$ cat config.mk
export PLATFORM = sky130hd
export DESIGN_NAME = spike_dispatch
export DESIGN_NICKNAME = d
export VERILOG_FILES = /design/src/rtl/spike_dispatch.sv
export SDC_FILE = /design/constraint.sdc
export NUM_CORES = 1
export LEC_CHECK = 0
export BUFFER_PORTS_ARGS = -buffer_cell sky130_fd_sc_hd__buf_2
export CAP_MARGIN = 20
export CORE_ASPECT_RATIO = 1.4
export CORE_UTILIZATION = 35
export CTS_BUF_LIST = sky130_fd_sc_hd__clkbuf_2 sky130_fd_sc_hd__clkbuf_4 sky130_fd_sc_hd__clkbuf_8
export DETAILED_ROUTE_END_ITERATION = 10
export PLACE_DENSITY = 0.56
export SYNTH_ARGS = -nofsm -noshare
export SYNTH_HDL_FRONTEND = slang
export SYNTH_SLANG_ARGS = --single-unit
export TNS_END_PERCENT = 50
$ cat constraint.sdc
create_clock -name clk -period 1.9 [get_ports clk]
set_input_delay 0.38 -clock clk [delete_from_list [all_inputs] [get_ports clk]]
set_output_delay 0.38 -clock clk [all_outputs]
set_load 0.01 [all_outputs]
$ cat src/rtl/spike_dispatch.sv
// ---------------------------------------------------------------------------
// spike_dispatch
//   Drains the SRAM-backed spike queue one neuron ID at a time. Each popped ID
//   is expanded into FANOUT consecutive synapse/weight addresses:
//      BASE_ADDR + id*FANOUT + j   (j = 0 .. FANOUT-1, taken mod 2^ADDR_W)
//   The addresses go to the weight-fetch stage over a valid/ready handshake.
//   A one-cycle done_o pulse is raised once the queue is empty and the last
//   address has been accepted.
//
// Ports
//   clk            in   1       system clock
//   rst            in   1       synchronous, active-high reset
//   start_i        in   1       begin draining (only honoured in IDLE)
//   queue_valid_i  in   1       queue holds at least one ID
//   queue_read_o   out  1       one-cycle pop strobe to the queue
//   queue_data_i   in   8       head data from the queue SRAM read port
//   addr_o         out  ADDR_W  synapse address to downstream
//   valid_o        out  1       addr_o is valid
//   ready_i        in   1       downstream accepts addr_o
//   busy_o         out  1       high whenever not IDLE
//   done_o         out  1       one-cycle pulse at end of drain
//   spike_count_o  out  16      IDs popped since last start (saturating)
// ---------------------------------------------------------------------------
module spike_dispatch #(
   parameter int                FANOUT       = 16,
   parameter int                ADDR_W       = 16,
   parameter logic [ADDR_W-1:0] BASE_ADDR    = '0,
   parameter int                READ_LATENCY = 1
) (
   input  logic              clk,
   input  logic              rst,
   input  logic              start_i,
   input  logic              queue_valid_i,
   output logic              queue_read_o,
   input  logic [7:0]        queue_data_i,
   output logic [ADDR_W-1:0] addr_o,
   output logic              valid_o,
   input  logic              ready_i,
   output logic              busy_o,
   output logic              done_o,
   output logic [15:0]       spike_count_o
);

   localparam int J_W    = (FANOUT > 1) ? $clog2(FANOUT) : 1;
   localparam int LAT_W  = (READ_LATENCY > 1) ? $clog2(READ_LATENCY) : 1;
   localparam int PROD_W = 8 + $clog2(FANOUT);
   localparam int SUM_W  = ((PROD_W > ADDR_W) ? PROD_W : ADDR_W) + 2;

   localparam logic [J_W-1:0]   J_LAST   = J_W'(FANOUT - 1);
   localparam logic [LAT_W-1:0] LAT_LAST = LAT_W'(READ_LATENCY - 1);

   typedef enum logic [2:0] {
      S_IDLE,
      S_POP,
      S_WAIT,
      S_EMIT,
      S_DONE
   } state_t;

   state_t            r_state;
   state_t            w_nextState;
   logic [7:0]        r_idQ;
   logic [J_W-1:0]    r_j;
   logic [LAT_W-1:0]  r_latCnt;
   logic [ADDR_W-1:0] r_addr;
   logic [15:0]       r_spikeCount;

   // The id*FANOUT product is formed at its full natural width first, then the
   // sum with the base and the fanout index is truncated to the address width,
   // so wrap-around behaves as plain modular arithmetic.
   function automatic logic [ADDR_W-1:0] addrOf(input logic [7:0]     id,
                                                input logic [J_W-1:0] j);
      logic [PROD_W-1:0] prod;
      logic [SUM_W-1:0]  sum;
      prod = PROD_W'(id) * PROD_W'(FANOUT);
      sum  = SUM_W'(BASE_ADDR) + SUM_W'(prod) + SUM_W'(j);
      return sum[ADDR_W-1:0];
   endfunction

   // State register. Reset aborts any drain in progress and drops back to IDLE.
   always_ff @(posedge clk) begin
      if (rst) begin
         r_state <= S_IDLE;
      end else begin
         r_state <= w_nextState;
      end
   end

   // Next-state and Moore outputs. Pops are only ever issued from POP, and POP
   // is only entered after queue_valid_i was seen high, so a read strobe can
   // never hit an empty queue and only one pop is ever in flight.
   always_comb begin
      w_nextState  = r_state;
      queue_read_o = 1'b0;
      valid_o      = 1'b0;
      busy_o       = 1'b1;
      done_o       = 1'b0;
      case (r_state)
         S_IDLE: begin
            busy_o = 1'b0;
            if (start_i) begin
               w_nextState = queue_valid_i ? S_POP : S_DONE;
            end
         end
         S_POP: begin
            queue_read_o = 1'b1;
            w_nextState  = S_WAIT;
         end
         S_WAIT: begin
            if (r_latCnt == LAT_LAST) begin
               w_nextState = S_EMIT;
            end
         end
         S_EMIT: begin
            valid_o = 1'b1;
            if (ready_i && (r_j == J_LAST)) begin
               w_nextState = queue_valid_i ? S_POP : S_DONE;
            end
         end
         S_DONE: begin
            done_o      = 1'b1;
            w_nextState = S_IDLE;
         end
         default: begin
            w_nextState = S_IDLE;
         end
      endcase
   end

   // Datapath. The address register is loaded with the j=0 address while the
   // queue data is captured, and advanced on every non-final handshake, so a
   // stalled address stays put and back-to-back handshakes give one address
   // per cycle.
   always_ff @(posedge clk) begin
      if (rst) begin
         r_idQ        <= '0;
         r_j          <= '0;
         r_latCnt     <= '0;
         r_addr       <= '0;
         r_spikeCount <= '0;
      end else begin
         case (r_state)
            S_IDLE: begin
               if (start_i) begin
                  r_spikeCount <= '0;
               end
            end
            S_POP: begin
               if (r_spikeCount != 16'hFFFF) begin
                  r_spikeCount <= r_spikeCount + 16'd1;
               end
               r_latCnt <= '0;
            end
            S_WAIT: begin
               if (r_latCnt == LAT_LAST) begin
                  r_idQ  <= queue_data_i;
                  r_j    <= '0;
                  r_addr <= addrOf(queue_data_i, J_W'(0));
               end else begin
                  r_latCnt <= r_latCnt + LAT_W'(1);
               end
            end
            S_EMIT: begin
               if (ready_i && (r_j != J_LAST)) begin
                  r_j    <= r_j + J_W'(1);
                  r_addr <= addrOf(r_idQ, r_j + J_W'(1));
               end
            end
            default: begin
            end
         endcase
      end
   end

   assign addr_o        = r_addr;
   assign spike_count_o = r_spikeCount;

endmodule
==> impl_metrics.env <==
export IMPL_pwr_share_seq=0.469
export IMPL_place_inst=349
export IMPL_io_buffers=44
export IMPL_via_per_inst=5.416
export IMPL_clk_insertion_delay_late_ps=290
export IMPL_worst_r2r_endpoint="spike_count_o[3]$_SDFFE_PP0P_"
export IMPL_net_switching_power_mw=0.5152
export IMPL_ant_nets=0
export IMPL_root_buffer="clkbuf_8"
export IMPL_endpoint_kind="output port"
export IMPL_period_needed_ps=1811
export IMPL_synth_area_per_cell_um2=8.624
export IMPL_pwr_share_clk=0.360
export IMPL_core_area_um2=5525
export IMPL_p_int_mw=1.373
export IMPL_yosysSeqAreaShare=0.3902
export IMPL_first_iter_violations=105
export IMPL_crit_required_ps=1520
export IMPL_area_growth_pct=24.58
export IMPL_combinationalPowerShare=0.171
export IMPL_synth_cells=232
export IMPL_cp_depth=3
export IMPL_htreeDepth=2
export IMPL_leakage_nw=0.9830
export IMPL_vias=1939
export IMPL_ir_drop_uv=475.9
export IMPL_initial_core_util=0.3621
export IMPL_slew_headroom=0.5944
export IMPL_cts_buffer_depth=2
export IMPL_antenna_found_initial=0
export IMPL_status="complete, no violations"
export IMPL_grtUsageTotal=0.1871
export IMPL_grt_pass1_vias=1894
export IMPL_nNetsFinal=305
export IMPL_cts_sinks=39
export IMPL_synth_edf_count=0
export IMPL_fp_dieW_um=65.90
export IMPL_cp_slowest_cell="or3b_4"
export IMPL_design_die_area_um2=6027
export IMPL_ys_flop_type="dfxtp_1"
export IMPL_grt_pass1_wl_mm=8.721
export IMPL_ys_seq_elements=39
export IMPL_r2r_setup_slack_ps=110
export IMPL_rsz0062_at_grt="no"
export IMPL_dr_pass1_iters=4
export IMPL_crit_path_max_incr_delay_ps=440
export IMPL_period_share=0.9532
export IMPL_crit_chain="or3b_4, inv_2, buf_2"
export IMPL_final_setup_tns_ps=0
export IMPL_io_pins=49
export IMPL_crit_path_start_kind="flip-flop"
export IMPL_r2r_cells=5
export IMPL_fmax_mhz=552.1
export IMPL_ys_types=53
export IMPL_finalSetupViolations=0
export IMPL_post_dp_hpwl_mm=3.879
export IMPL_path_clk_slew_ps=80
export IMPL_drv_slew=0
export IMPL_cts_tree="yes"
export IMPL_grt_overflow_total=0
export IMPL_r2r_start="spike_count_o[0]$_SDFFE_PP0P_"
export IMPL_cp_num_buf_inv=2
export IMPL_power_density_nw_per_um2=757.7
export IMPL_cts_buffers=5
export IMPL_path_max_fanout=7
export IMPL_swShare=0.2728
export IMPL_hold_violations=0
export IMPL_crit_start="r_state[0]$_SDFFE_PP0P_"
export IMPL_fp_row_count=32
export IMPL_syn_area_um2=2001
export IMPL_wl_per_cell_um=14.57
export IMPL_wl_mm=5.215
export IMPL_grt_max_degree=22
export IMPL_antenna_cells=0
export IMPL_die_y_um=91.46
export IMPL_crit_path_end="queue_read_o"
export IMPL_cp_top_family="simple AND/OR/NAND/NOR gates"
export IMPL_final_cells=358
export IMPL_yosys_warnings=0
export IMPL_place_gp_congestion=0.8663
export IMPL_cap_violations=0
export IMPL_drive_gt1_frac=0.2966
export IMPL_fin_util=0.4511
export IMPL_drc_errors=0
export IMPL_hold_path_class="primary input to flip-flop"
export IMPL_fillCellCount=555
export IMPL_crit_type="flip-flop to output port"
export IMPL_crit_arrival_ps=1430
export IMPL_worstMarginPinSlew_ps=604.3
export IMPL_synth_async_reset_ratio=0
export IMPL_skew_ps=8.087
## worst min path at each step
| stage | slack (ps) | start | cells past startpoint | endpoint |
|---|---|---|---|---|
| after floorplan | 460 | r_idQ[0]$_SDFFE_PP0N_ | 2 | r_idQ[0]$_SDFFE_PP0N_ |
| after global placement | 470 | r_idQ[3]$_SDFFE_PP0N_ | 2 | r_idQ[3]$_SDFFE_PP0N_ |
| after detailed placement | 480 | r_j[1]$_SDFFE_PP0P_ | 2 | r_j[1]$_SDFFE_PP0P_ |
| after CTS | 320 | rst | 2 | spike_count_o[11]$_SDFFE_PP0P_ |
| after global routing | 320 | rst | 2 | spike_count_o[11]$_SDFFE_PP0P_ |
| final | 320 | rst | 2 | spike_count_o[11]$_SDFFE_PP0P_ |
## routing by layer
metal	track usage	share of wire	up-vias	wire (um)
met1	0.2054	0.42	914	2210
met5	0	0	-	0
met4	0.08877	0.027	0	140
li1	-	-	961	-
met2	0.3282	0.51	52	2660
met3	0.04146	0.039	12	203
## cell type report
type,instances,area [um2],share of cell area
tap,68,85.08,0.03414
inverter,9,33.78,0.01355
clock inverter,2,37.54,0.01506
timing repair buffer,64,370.4,0.1486
sequential,39,780.7,0.3133
multi-input combinational,171,1116,0.4478
clock buffer,5,68.82,0.02761
## registers in the layout (all words and copies together), names as in the netlist
| signal | count |
|---|---|
| addr_o | 9 |
| r_idQ | 8 |
| r_j | 3 |
| r_state | 3 |
| spike_count_o | 16 |
## power by group through the flow
stage                     Combinational (mW)  Clock, mW  Sequential (mW)
after floorplan                        0.196          0            0.915
after global placement                 0.318          0            0.904
after detailed placement               0.319          0            0.905
after CTS                              0.322      0.703            0.887
after global routing                   0.356      0.745            0.894
final                                  0.323      0.680            0.887
## through the flow
step | instance area, um2 | hold slack (ps) | power [mW] | setup slack (ps)
6_report | 2492 | 324.2 | 1.889 | 88.83
5_1_grt | 2492 | 320.8 | 1.995 | 2.680
4_1_cts | 2466 | 318.2 | 1.911 | 41.35
3_5_place_dp | 2359 | 480.7 | 1.225 | 105.3
3_3_place_gp | 2359 | 472.6 | 1.222 | 141.0
2_1_floorplan | 2012 | 460.1 | 1.112 | 103.7
## cell usage after synthesis (all sizes together) (4+ instances only)
cell type   n  area share
dfxtp      39        0.39
nor2       27       0.051
mux2i      17       0.085
nand2      15       0.028
nand3      14       0.038
a211oi     13       0.049
a21oi      13       0.034
buf        12       0.042
o21ai      12       0.030
inv         9       0.017
a311oi      4       0.018
clkbuf      4      0.0075
nor3        4       0.010
nor3b       4       0.015
or3         4       0.013
## cell families (layout without fill, tap and decap cells)
logic type	Yosys count	count (layout)	synth area share
flip-flops	39	39	0.3902
XOR/XNOR	1	1	0.004379
other	1	4	0.001874
buffers and inverters	25	80	0.06629
AND/OR/NAND/NOR	86	86	0.2264
AO/OA/AOI/OAI	61	61	0.2133
multiplexers	17	17	0.08505
adder cells (fa/ha/maj)	2	2	0.01251
## layout by cell type (no fill, tap or decap), drive strengths merged, types with 2 or more instances in the layout
cell     count
or3          4
nor2        27
nand3       14
a211oi      13
nor3b        4
and3         2
nand2       15
a2111oi      2
clkbuf       5
o21a         2
and4         3
a311oi       4
nor3         4
and2         2
mux2i       17
a221oi       2
dfxtp       39
o21ai       12
a21oi       13
inv          9
a31oi        3
buf         64
nand4        2
ha           2
conb         4
nor4         3
## repair_timing
action	4_1_cts	5_1_grt
endpoints found under the setup margin	2	10
pin swaps	0	1
gates resized for setup	2	3
hold buffers	0	0
endpoints found under the hold margin	0	0
buffers inserted	0	2
No activity file was read; power rests on OpenSTA's default activity.
